## src/rtl/dsp_mac_sequencer_if.sv

```systemverilog
// dsp_mac_sequencer_if
//   Bundles the job command, operand stream, DSP48A1 slice bus and result
//   handshake of the MAC sequencer.
//   modport slave  : sequencer side (drives start_ready/s_ready/dsp_*/result*)
//   modport master : environment side (drives start/len/s_*/dsp_p/result_ready)
//   Macro DSP_MAC_SEQ_PREADD_EN adds the pre-adder operand s_d -> dsp_d.
interface dsp_mac_sequencer_if #(
    parameter int LEN_W = 8
);
    logic             start;
    logic             start_ready;
    logic [LEN_W-1:0] len;
    logic             s_valid;
    logic             s_ready;
    logic [17:0]      s_a;
    logic [17:0]      s_b;
`ifdef DSP_MAC_SEQ_PREADD_EN
    logic [17:0]      s_d;
    logic [17:0]      dsp_d;
`endif
    logic [17:0]      dsp_a;
    logic [17:0]      dsp_b;
    logic [7:0]       dsp_opmode;
    logic             dsp_ce;
    logic [47:0]      dsp_p;
    logic [47:0]      result;
    logic             result_valid;
    logic             result_ready;
    logic             busy;

    modport slave (
        input  start, len, s_valid, s_a, s_b,
`ifdef DSP_MAC_SEQ_PREADD_EN
        input  s_d,
        output dsp_d,
`endif
        input  dsp_p, result_ready,
        output start_ready, s_ready, dsp_a, dsp_b, dsp_opmode, dsp_ce,
        output result, result_valid, busy
    );

    modport master (
        output start, len, s_valid, s_a, s_b,
`ifdef DSP_MAC_SEQ_PREADD_EN
        output s_d,
        input  dsp_d,
`endif
        output dsp_p, result_ready,
        input  start_ready, s_ready, dsp_a, dsp_b, dsp_opmode, dsp_ce,
        input  result, result_valid, busy
    );
endinterface

```

## src/rtl/dsp_mac_sequencer.sv

```systemverilog
// dsp_mac_sequencer
//   Drives one DSP48A1 slice as a streaming multiply-accumulate engine.
//   A start command latches a pair count; operand pairs are registered onto
//   the slice A/B inputs and a tag per cycle travels down a shift register
//   that mirrors the slice pipeline. The tag selects the opmode so that it
//   lands in OPMODEREG exactly when its product sits in MREG, and the tag
//   marked "last" leaving the final stage means P holds the dot product.
//   Ports:
//     clk, rst_n : clock, asynchronous active-low reset
//     io (slave) : start/start_ready/len, s_valid/s_ready/s_a/s_b,
//                  dsp_a/dsp_b/dsp_opmode/dsp_ce/dsp_p,
//                  result/result_valid/result_ready, busy
//   Optional: DSP_MAC_SEQ_PREADD_EN adds s_d -> dsp_d and sets opmode bit4
//   on FIRST/ACC/HOLD so the slice computes sum a*(d+b).
module dsp_mac_sequencer #(
    parameter int LEN_W   = 8,
    parameter int MUL_LAT = 2,
    parameter int OPM_LAT = 1,
    parameter int P_LAT   = 1
) (
    input  logic                 clk,
    input  logic                 rst_n,
    dsp_mac_sequencer_if.slave   io
);
    localparam int DEPTH   = MUL_LAT + P_LAT;
    localparam int OPM_STG = MUL_LAT - OPM_LAT;

`ifdef DSP_MAC_SEQ_PREADD_EN
    localparam logic [7:0] OP_PRE = 8'h10;
`else
    localparam logic [7:0] OP_PRE = 8'h00;
`endif
    localparam logic [7:0] OP_FIRST = 8'h01 | OP_PRE;  // X=M, Z=0
    localparam logic [7:0] OP_ACC   = 8'h09 | OP_PRE;  // X=M, Z=P
    localparam logic [7:0] OP_HOLD  = 8'h08 | OP_PRE;  // X=0, Z=P
    localparam logic [7:0] OP_IDLE  = 8'h00;

    typedef enum logic [1:0] {S_IDLE, S_RUN, S_DRAIN, S_RESULT} state_t;

    // act: cycle belongs to a job (bubble -> HOLD); outside jobs -> IDLE code
    typedef struct packed {
        logic act;
        logic v;
        logic first;
        logic last;
    } tag_t;

    localparam tag_t TAG_EXIT = '{act: 1'b1, v: 1'b1, first: 1'b0, last: 1'b1};

    state_t            state, state_nxt;
    tag_t [DEPTH:0]    tag_pipe;
    tag_t              tag_in, tag_opm, tag_out;
    logic [LEN_W-1:0]  cnt;
    logic              first_pend;
    logic              start_acc, beat, last_beat, last_exit;

    assign tag_opm   = tag_pipe[OPM_STG];
    assign tag_out   = tag_pipe[DEPTH];
    assign start_acc = (state == S_IDLE) && io.start;
    assign beat      = (state == S_RUN) && io.s_valid;
    assign last_beat = beat && (cnt == LEN_W'(1));
    // first is masked off: a single-pair job's tag is both first and last
    assign last_exit = ((tag_out & TAG_EXIT) == TAG_EXIT);

    assign io.start_ready  = rst_n && (state == S_IDLE);
    assign io.s_ready      = (state == S_RUN);
    assign io.busy         = (state == S_RUN) || (state == S_DRAIN);
    assign io.result_valid = (state == S_RESULT);
    assign io.dsp_ce       = 1'b1;

    always_ff @(posedge clk or negedge rst_n) begin
        if (!rst_n) state <= S_IDLE;
        else        state <= state_nxt;
    end

    always_comb begin
        state_nxt = state;
        tag_in    = '0;
        case (state)
            S_IDLE:   if (io.start) state_nxt = (io.len == '0) ? S_RESULT : S_RUN;
            S_RUN: begin
                tag_in = '{act: 1'b1, v: beat, first: first_pend, last: last_beat};
                if (last_beat) state_nxt = S_DRAIN;
            end
            S_DRAIN: begin
                tag_in.act = 1'b1;
                if (last_exit) state_nxt = S_RESULT;
            end
            S_RESULT: if (io.result_ready) state_nxt = S_IDLE;
            default:  state_nxt = S_IDLE;
        endcase
    end

    // Combinational off the tag register: appears one cycle before the
    // product reaches M, so OPMODEREG and MREG line up at the P edge.
    always_comb begin
        io.dsp_opmode = OP_IDLE;
        if (tag_opm.act) begin
            if (!tag_opm.v)         io.dsp_opmode = OP_HOLD;
            else if (tag_opm.first) io.dsp_opmode = OP_FIRST;
            else                    io.dsp_opmode = OP_ACC;
        end
    end

    always_ff @(posedge clk or negedge rst_n) begin
        if (!rst_n) begin
            tag_pipe   <= '0;
            cnt        <= '0;
            first_pend <= 1'b0;
            io.dsp_a   <= '0;
            io.dsp_b   <= '0;
`ifdef DSP_MAC_SEQ_PREADD_EN
            io.dsp_d   <= '0;
`endif
            io.result  <= '0;
        end else begin
            tag_pipe <= {tag_pipe[DEPTH-1:0], tag_in};
            if (start_acc) begin
                cnt        <= io.len;
                first_pend <= 1'b1;
                if (io.len == '0) io.result <= '0;
            end
            if (beat) begin
                cnt        <= cnt - LEN_W'(1);
                first_pend <= 1'b0;
                io.dsp_a   <= io.s_a;
                io.dsp_b   <= io.s_b;
`ifdef DSP_MAC_SEQ_PREADD_EN
                io.dsp_d   <= io.s_d;
`endif
            end
            if ((state == S_DRAIN) && last_exit) io.result <= io.dsp_p;
        end
    end
endmodule

```

## src/flat_wrapper.sv

```systemverilog
// flat-port wrapper written by rule: the top's interface ports become plain ports
module dsp_mac_sequencer_flat 
#(
    parameter int LEN_W   = 8,
    parameter int MUL_LAT = 2,
    parameter int OPM_LAT = 1,
    parameter int P_LAT   = 1
)
  (clk, rst_n, io_start, io_len, io_s_valid, io_s_a, io_s_b, io_dsp_p, io_result_ready, io_start_ready, io_s_ready, io_dsp_a, io_dsp_b, io_dsp_opmode, io_dsp_ce, io_result, io_result_valid, io_busy);
  dsp_mac_sequencer_if #(.LEN_W(LEN_W)) io_i ();
  input  logic clk;
  input  logic rst_n;
  input wire logic [$bits(io_i.start)-1:0] io_start;
  input wire logic [$bits(io_i.len)-1:0] io_len;
  input wire logic [$bits(io_i.s_valid)-1:0] io_s_valid;
  input wire logic [$bits(io_i.s_a)-1:0] io_s_a;
  input wire logic [$bits(io_i.s_b)-1:0] io_s_b;
  input wire logic [$bits(io_i.dsp_p)-1:0] io_dsp_p;
  input wire logic [$bits(io_i.result_ready)-1:0] io_result_ready;
  output wire logic [$bits(io_i.start_ready)-1:0] io_start_ready;
  output wire logic [$bits(io_i.s_ready)-1:0] io_s_ready;
  output wire logic [$bits(io_i.dsp_a)-1:0] io_dsp_a;
  output wire logic [$bits(io_i.dsp_b)-1:0] io_dsp_b;
  output wire logic [$bits(io_i.dsp_opmode)-1:0] io_dsp_opmode;
  output wire logic [$bits(io_i.dsp_ce)-1:0] io_dsp_ce;
  output wire logic [$bits(io_i.result)-1:0] io_result;
  output wire logic [$bits(io_i.result_valid)-1:0] io_result_valid;
  output wire logic [$bits(io_i.busy)-1:0] io_busy;
  assign io_i.start = io_start;
  assign io_i.len = io_len;
  assign io_i.s_valid = io_s_valid;
  assign io_i.s_a = io_s_a;
  assign io_i.s_b = io_s_b;
  assign io_i.dsp_p = io_dsp_p;
  assign io_i.result_ready = io_result_ready;
  assign io_start_ready = io_i.start_ready;
  assign io_s_ready = io_i.s_ready;
  assign io_dsp_a = io_i.dsp_a;
  assign io_dsp_b = io_i.dsp_b;
  assign io_dsp_opmode = io_i.dsp_opmode;
  assign io_dsp_ce = io_i.dsp_ce;
  assign io_result = io_i.result;
  assign io_result_valid = io_i.result_valid;
  assign io_busy = io_i.busy;
  dsp_mac_sequencer #(.LEN_W(LEN_W), .MUL_LAT(MUL_LAT), .OPM_LAT(OPM_LAT), .P_LAT(P_LAT)) u_core (.clk(clk), .rst_n(rst_n), .io(io_i));
endmodule
```

## config.mk

```make
export PLATFORM = sky130hd
export DESIGN_NAME = dsp_mac_sequencer_flat
export DESIGN_NICKNAME = d
export VERILOG_FILES = /design/src/rtl/dsp_mac_sequencer_if.sv /design/src/rtl/dsp_mac_sequencer.sv /design/src/flat_wrapper.sv
export SDC_FILE = /design/constraint.sdc
export NUM_CORES = 1
export LEC_CHECK = 0
export ABC_CLOCK_PERIOD_IN_PS = 3300
export CAP_MARGIN = 20
export CORE_MARGIN = 2
export CORE_UTILIZATION = 46
export CTS_BUF_LIST = sky130_fd_sc_hd__clkbuf_2 sky130_fd_sc_hd__clkbuf_4 sky130_fd_sc_hd__clkbuf_8
export DETAILED_ROUTE_END_ITERATION = 12
export PLACE_DENSITY = 0.88
export SLEW_MARGIN = 20
export SYNTH_ARGS = -nofsm -noshare
export SYNTH_HDL_FRONTEND = slang
export SYNTH_SLANG_ARGS = --single-unit
```

## constraint.sdc

```tcl
create_clock -name clk -period 3.3 [get_ports clk]
set_input_delay 0.33 -clock clk [delete_from_list [all_inputs] [get_ports clk]]
set_output_delay 0.33 -clock clk [all_outputs]
set_load 0.02 [all_outputs]
```

==> implementation parameters, run 1 <==
Parameter                              Value

Finish
  Antenna Cells    0
  Layout Nets    about 650
  Post-route cell area    0.00633 sq mm
  Share of final-layout standard cells stronger than drive strength 1    0.0451
  Leading cell type in the layout, fill and taps excluded    clkdlybuf4s50_1
  Layout overhead on the synthesized area    51.5%
  Most frequent cells in the layout    clkdlybuf4s50_1, nand2_1, dfrtp_1, a22o_1

Setup path
  Crit-path max FO    18
  Startpoint class of the critical path    flip-flop
  Launch point of the worst reg-to-reg path    u_core.state[1]
  FF-to-FF setup slack    about 830 ps
  Signal arrival time at the worst endpoint    between 2000 and 3000 ps
  Depth of the worst register-to-register path    7
  Capturing point of the worst reg2reg path    u_core.cnt[6]
  Required time worst endpoint    approximately 3600 ps
  Category of the worst setup path capture point    flip-flop
  Critical setup path kind    flip-flop to flip-flop

Clocking
  Post_cts resized    0
  Num CTS Buffers    9
  Clk root buf    clkbuf_8
  Maximum count of clock buffers along a single path    2
  Count of hold buffers inserted by post-cts repair    1
  Clock sink count    about 110
  Clock tree from TritonCTS    done
  Clock edge transition at the registers on the reported setup and hold paths    100 ps
  Setup repair bufs after CTS    0
  H-Tree Depth    3
  Clock latency of the later-clocked register in the worst-skew pair    370 ps

Floorplan
  Core box area    between 0.008 and 0.009 sq mm
  Die Height    approximately 100 microns
  I/O pin count    between 150 and 200
  Die area    0.00986 sq mm
  Width of the die    roughly 100 microns
  Initial standard-cell utilization of the core    0.477
  Number of placement rows    34

Global route
  Global route overflow    0
  Global-route wire length before repair    17.6 mm
  Initial antenna violation count    0
  GRT Overall Usage    0.224
  Via count of the first global-routing pass    3555
  Largest net degree at the start of global routing    87

Placed design
  Detailed placement HPWL    8.00 mm
  Global placer's final weighted congestion    between 0.8 and 0.9
  Number of I/O port buffers    ~190
  Placed Instance Area    between 0.006 and 0.007 sq mm

Hold path
  Hold Path Origin    u_core.tag_pipe[11]
  Class of the most critical hold timing path    flip-flop to flip-flop
  Depth of the worst hold-timing path    0
  Worst hold endpoint    u_core.tag_out[3]

Synth
  Yosys top cell by area    dfrtp_1
  Register bit total from synthesis    between 100 and 150
  Synth warn    0
  Synth top area cells    dfrtp_1, nand2_1, a22o_1
  Sequential area share after synthesis    0.653
  Fraction of synthesized cell area taken by the top area cell type    0.653
  Post-synthesis average cell area    between 10 and 15 sq um
  Number of distinct library cells after synthesis    35
  Count of mapped cells out of synthesis    approximately 370
  Post-Synthesis Cell Area    about 0.0042 sq mm

STA
  RSZ-0062 raised after global routing    false
  Number of max-slew violations in the final report    0
  Count of endpoints failing setup in the final report    0
  Final worst clock skew    11.1 ps
  Final period util    0.747
  Final total negative setup slack    0 ps
  Final Critical Period    2470 ps
  Final Hold Violating Endpoints    0
  Slew at the pin closest to its max-slew limit    between 700 and 800 ps
  Fmax    about 0.41 GHz
  Remaining max-slew budget at the tightest pin    0.473

Power and ir drop
  Clock network power share    0.173
  Switching power summed over all nets    0.00158 W
  Largest vdd supply drop    ~0.44 mV
  Power density over the cells    between 600 and 700 mW/mm^2
  Internal power consumption    approximately 0.0027 W
  Sequential group share of total power    0.430
  Final Power    about 0.0043 W
  Combinational share of power    0.397
  Sw Share    0.366
  Static Leak    2.95 nW

Detailed routing
  Number of vias after detailed routing    about 3500
  Count of TritonRoute iterations in the first routing pass    4
  Final Routed Wirelength    between 10 and 15 mm
  Final ANT Viol Nets    0
  Routed wire per std cell    roughly 17 microns
  Vias/cell    5.23
  DRC violation total after the first TritonRoute iteration    179
  # DRC    0

Status
  Run status    complete, no violations

Flow run
  Total of max-cap violations    0
[area by class of cell]
class	instances	area, sq um
Clock buffer	9	124
Sequential cell	109	2730
Fill cell	637	2430
Clock inverter	7	58.8
Multi-Input combinational cell	227	1320
Inverter	10	37.5
Timing Repair Buffer	192	1930
Tap cell	108	135
[worst max path at each step]
stage | start | to | slack [ps]
6_report | u_core.state[1] | u_core.cnt[6] | 830
3_5_place_dp | io_len[2] | u_core.io.result[38] | 790
2_1_floorplan | u_core.state[1] | u_core.cnt[6] | 1490
3_3_place_gp | io_len[2] | u_core.io.result[45] | 830
5_1_grt | u_core.state[1] | u_core.cnt[6] | 630
4_1_cts | u_core.state[1] | io_start_ready | 840
[flip-flops by register name, summed over array words and instances (netlist names)]
signal,cells
u_core.io.dsp_b,18
u_core.tag_out,3
u_core.first_pend,1
u_core.cnt,8
u_core.io.result,48
u_core.io.dsp_a,18
u_core.tag_pipe,7
u_core.state,2
u_core.tag_opm,4
[critical path: stages, from the launching register on]
cell and delay, ps:
dfrtp_1 410, inv_1 110, ha_1 280, nand2_1 500, clkinv_1 320, nor2_1 480, nand2_1 130, o211ai_1 130
[metal layers]
| layer | part of all wire | track usage | vias up |
|---|---|---|---|
| met5 | 0 | 0 | - |
| met4 | 0.011 | 0.0569 | 0 |
| met3 | 0.086 | 0.0625 | 12 |
| met2 | 0.49 | 0.374 | 160 |
| met1 | 0.42 | 0.292 | 1695 |
| li1 | - | - | 1595 |
[cells in the mapped netlist (all sizes together)]
cell	instances
clkbuf	15
and3	1
o211ai	2
buf	10
a2bb2oi	1
a22o	49
a21oi	2
nor2	9
a31o	1
a32o	1
nand4	1
nand2	116
and2	3
ha	7
dfrtp	109
a31oi	1
or4	2
o221ai	1
nand2b	1
nor3	2
nand3	4
a32oi	1
a221o	3
mux2i	3
a211oi	1
o311a	1
a21boi	1
clkinv	1
inv	9
o311ai	1
nand3b	1
o21ai	3
or3	1
conb	2
[power by group through the flow]
stage	clock network [W]	logic, W	registers [W]
2_1_floorplan	0	0.000646	0.00212
3_3_place_gp	0	0.00167	0.00186
3_5_place_dp	0	0.00172	0.00189
4_1_cts	0.000777	0.00173	0.00186
5_1_grt	0.000829	0.00186	0.00190
6_report	0.000750	0.00172	0.00186
[kinds of logic (layout without fill, tap and decap cells)]
logic type                 after synthesis  count (layout)  share of synthesized area
other                                    2               7                    0.00180
muxes                                    3               3                    0.00719
adders and majority gates                7               7                     0.0210
DFF                                    109             109                      0.653
and+or+nand+nor                        141             141                      0.135
buffers and inverters                   35             218                     0.0422
AOI/OAI and AO/OA                       69              69                      0.140
[per-stage QoR]
stage	setup slack [ps]	hold WS, ps	std cells	util
final	835	357	662	0.722
after global routing	628	363	662	0.722
after CTS	835	360	662	0.722
after detailed placement	794	245	645	0.700
after global placement	834	240	644	0.697
after floorplan	1490	34.4	371	-
Power figures use the tool's default switching activity.
==> run 2: changes to the inputs <==
Settings changed: ABC_CLOCK_PERIOD_IN_PS 3300 to 2380, CORE_UTILIZATION 46 to 43, PLACE_DENSITY 0.88 to 0.83.
Clock period 3.3 ns to 2.38 ns, I/O delays scaled along.
==> run 2 against run 1 <==
Compared with the run above: die area increased by 6.7%; setup slack got worse by 680 ps; sequential power increased by 39%; hold slack got worse by 11 ps; register-to-register slack got worse by 520 ps; combinational power increased by 39%; clock skew decreased by 2.7 ps; power increased by 38%; clock power increased by 33%; final cell count increased by 2.9%; critical endpoint is now io_start_ready; largest cell class unchanged.
==> implementation parameters, run 2 (same netlist as run 1, synthesis figures left out) <==
Parameter                              Value

Setup path
  Crit-path max FO    8 (-10)
  Startpoint class of the critical path    flip-flop
  Launch point of the worst reg-to-reg path    u_core.state[1]
  Capturing point of the worst reg2reg path    u_core.cnt[6]
  Critical setup path kind    flip-flop to primary output
  Required time worst endpoint    2140 ps (-1430 ps)
  Signal arrival time at the worst endpoint    1990 ps (-750 ps)
  Depth of the worst register-to-register path    7 (unchanged)
  FF-to-FF setup slack    310 ps (-520 ps)
  Crit path launch    u_core.state[0]
  Category of the worst setup path capture point    primary output

Finish
  Share of final-layout standard cells stronger than drive strength 1    0.0435 (-0.00165)
  Post-route cell area    0.00635 sq mm (+0.26%)
  Layout overhead on the synthesized area    51.9%
  Final standard cell utilization of the core    0.680 (-0.0420)
  Most flop-heavy register    u_core.io.result
  Layout filler cell count    724 (+14%)
  Top Registers    u_core.io.result: 48 flops, u_core.io.dsp_a: 18 flops, u_core.io.dsp_b: 18 flops
  Leading cell type in the layout, fill and taps excluded    clkdlybuf4s50_1
  Most frequent cells in the layout    clkdlybuf4s50_1, nand2_1, dfrtp_1, a22o_1, clkbuf_8
  Area used by multi-input combinational logic    0.00132 sq mm (+0.19%)
  Antenna Cells    0 (unchanged)
  Layout Nets    653 (unchanged)
  Flip-flop count of the largest register, all copies and words added    48 (unchanged)
  Area occupied by registers    0.00273 sq mm (unchanged)

Power and ir drop
  Static Leak    2.96 nW (+0.34%)
  Power density over the cells    942 mW/mm^2 (+38%)
  Final Power    0.00598 W (+38%)
  Largest vdd supply drop    0.612 mV (+38%)

Clocking
  H-Tree Depth    3 (unchanged)
  Clock tree from TritonCTS    done
  Clk root buf    clkbuf_8
  Num CTS Buffers    9 (unchanged)
  Maximum count of clock buffers along a single path    2 (unchanged)
  Clock latency of the later-clocked register in the worst-skew pair    360 ps (about the same)
  Setup repair bufs after CTS    0 (unchanged)
  Clock edge transition at the registers on the reported setup and hold paths    100 ps (about the same)
  Clock sink count    109 (unchanged)

Placed design
  Detailed placement HPWL    7.83 mm (-2.2%)
  Placed Instance Area    0.00616 sq mm (+0.51%)
  Number of I/O port buffers    186 (unchanged)
  Global placer's final weighted congestion    0.836 (+3.7%)

Hold path
  Depth of the worst hold-timing path    0 (unchanged)
  Hold Path Origin    u_core.tag_opm[0]
  Class of the most critical hold timing path    flip-flop to flip-flop
  Worst hold endpoint    u_core.tag_pipe[8]

Global route
  GRT Overall Usage    0.209 (-0.0150)
  Initial antenna violation count    0 (unchanged)
  Largest net degree at the start of global routing    110 (+26%)
  Via count of the first global-routing pass    3502 (-1.5%)
  Global route overflow    0 (unchanged)
  Global-route wire length before repair    17.0 mm (-3.6%)

Detailed routing
  Final ANT Viol Nets    0 (unchanged)
  Final Routed Wirelength    11.0 mm (+0.36%)
  # DRC    0 (unchanged)
  Count of TritonRoute iterations in the first routing pass    5 (+1)
  Vias/cell    5.00 (-4.5%)
  DRC violation total after the first TritonRoute iteration    155 (-13%)
  Number of vias after detailed routing    3402 (-1.7%)
  Routed wire per std cell    16.2 microns (-2.4%)

STA
  Final worst clock skew    8.36 ps (-2.71 ps)
  Remaining max-slew budget at the tightest pin    0.627 (+0.154)
  Slew at the pin closest to its max-slew limit    560 ps (-231 ps)
  Final Critical Period    approximately 2200 ps
  RSZ-0062 raised after global routing    false
  Final period util    0.937
  Final Hold Violating Endpoints    0 (unchanged)
  Number of max-slew violations in the final report    0 (unchanged)
  Worst hold slack    347 ps (-10.9 ps)
  Count of endpoints failing setup in the final report    0 (unchanged)
  Final total negative setup slack    0 ps (unchanged)
  Fmax    about 0.45 GHz

Flow run
  Total of max-cap violations    0 (unchanged)

Floorplan
  I/O pin count    194 (unchanged)
  Width of the die    103 microns (+3.3%)
  Die area    0.0105 sq mm (+6.7%)
  Number of placement rows    35 (+2.9%)
  Initial standard-cell utilization of the core    0.448 (-0.0288)
  Core box area    0.00933 sq mm (+6.4%)
  Die Height    103 microns (+3.3%)

Status
  Run status    complete, no violations
[run 2: cell types whose count changed in the layout (fill, tap and decap cells not counted), sizes merged]
cell / delta
clkinv: +1
clkinvlp: -4
inv: -2
clkbuf: +3
[run 2: metal layers]
metal | vias to the layer above | track usage | wire length (microns)
met5 | - | 0 | 0
met4 | 0 | 0.0431 | 76
met3 | 8 | 0.0881 | 1160
met2 | 153 | 0.343 | 5250
met1 | 1646 | 0.261 | 4530
li1 | 1595 | - | -
[run 2: where the power goes]
group | switching (W) | internal, W | total [W]
registers | 0.000274 | 0.00231 | 0.00259
clock network | 0.000568 | 0.000436 | 0.00100
logic | 0.00127 | 0.00111 | 0.00239
[run 2: critical path, stage by stage, from the launching register on]
cell             delay, ps
dfrtp_1                410
inv_1                  140
ha_2                   320
and2_1                 150
clkdlybuf4s50_1        610
[run 2: worst max-delay path by stage]
stage | endpoint | slack (ps) | depth (start not counted)
floorplan | u_core.cnt[6] | 570 | 7
global placement | u_core.io.result[7] | 260 | 6
detailed placement | u_core.io.result[36] | 210 | 6
CTS | io_start_ready | 10 | 4
global route | io_start_ready | 60 | 4
finish | io_start_ready | 150 | 4
[run 2: cell type report]
class	count	area share
clock buffer	12	0.0250
timing repair buffer	192	0.304
multi-input combinational	227	0.208
clock inverter	2	0.00158
sequential	109	0.430
tap	129	0.0254
inverter	10	0.00591
[run 2: timing repair]
action | in CTS | in global routing
hold buffers | 1 | 0
endpoints found under the setup margin | 0 | 1
endpoints found under the hold margin | 109 | 0
gates resized for setup | 0 | 1
[run 2: per-stage QoR]
| step | setup slack (ps) | std cells |
|---|---|---|
| after floorplan | 570 | 371 |
| after global placement | 262 | 666 |
| after detailed placement | 213 | 666 |
| after CTS | 11.5 | 681 |
| after global routing | 64.2 | 681 |
| final | 150 | 681 |
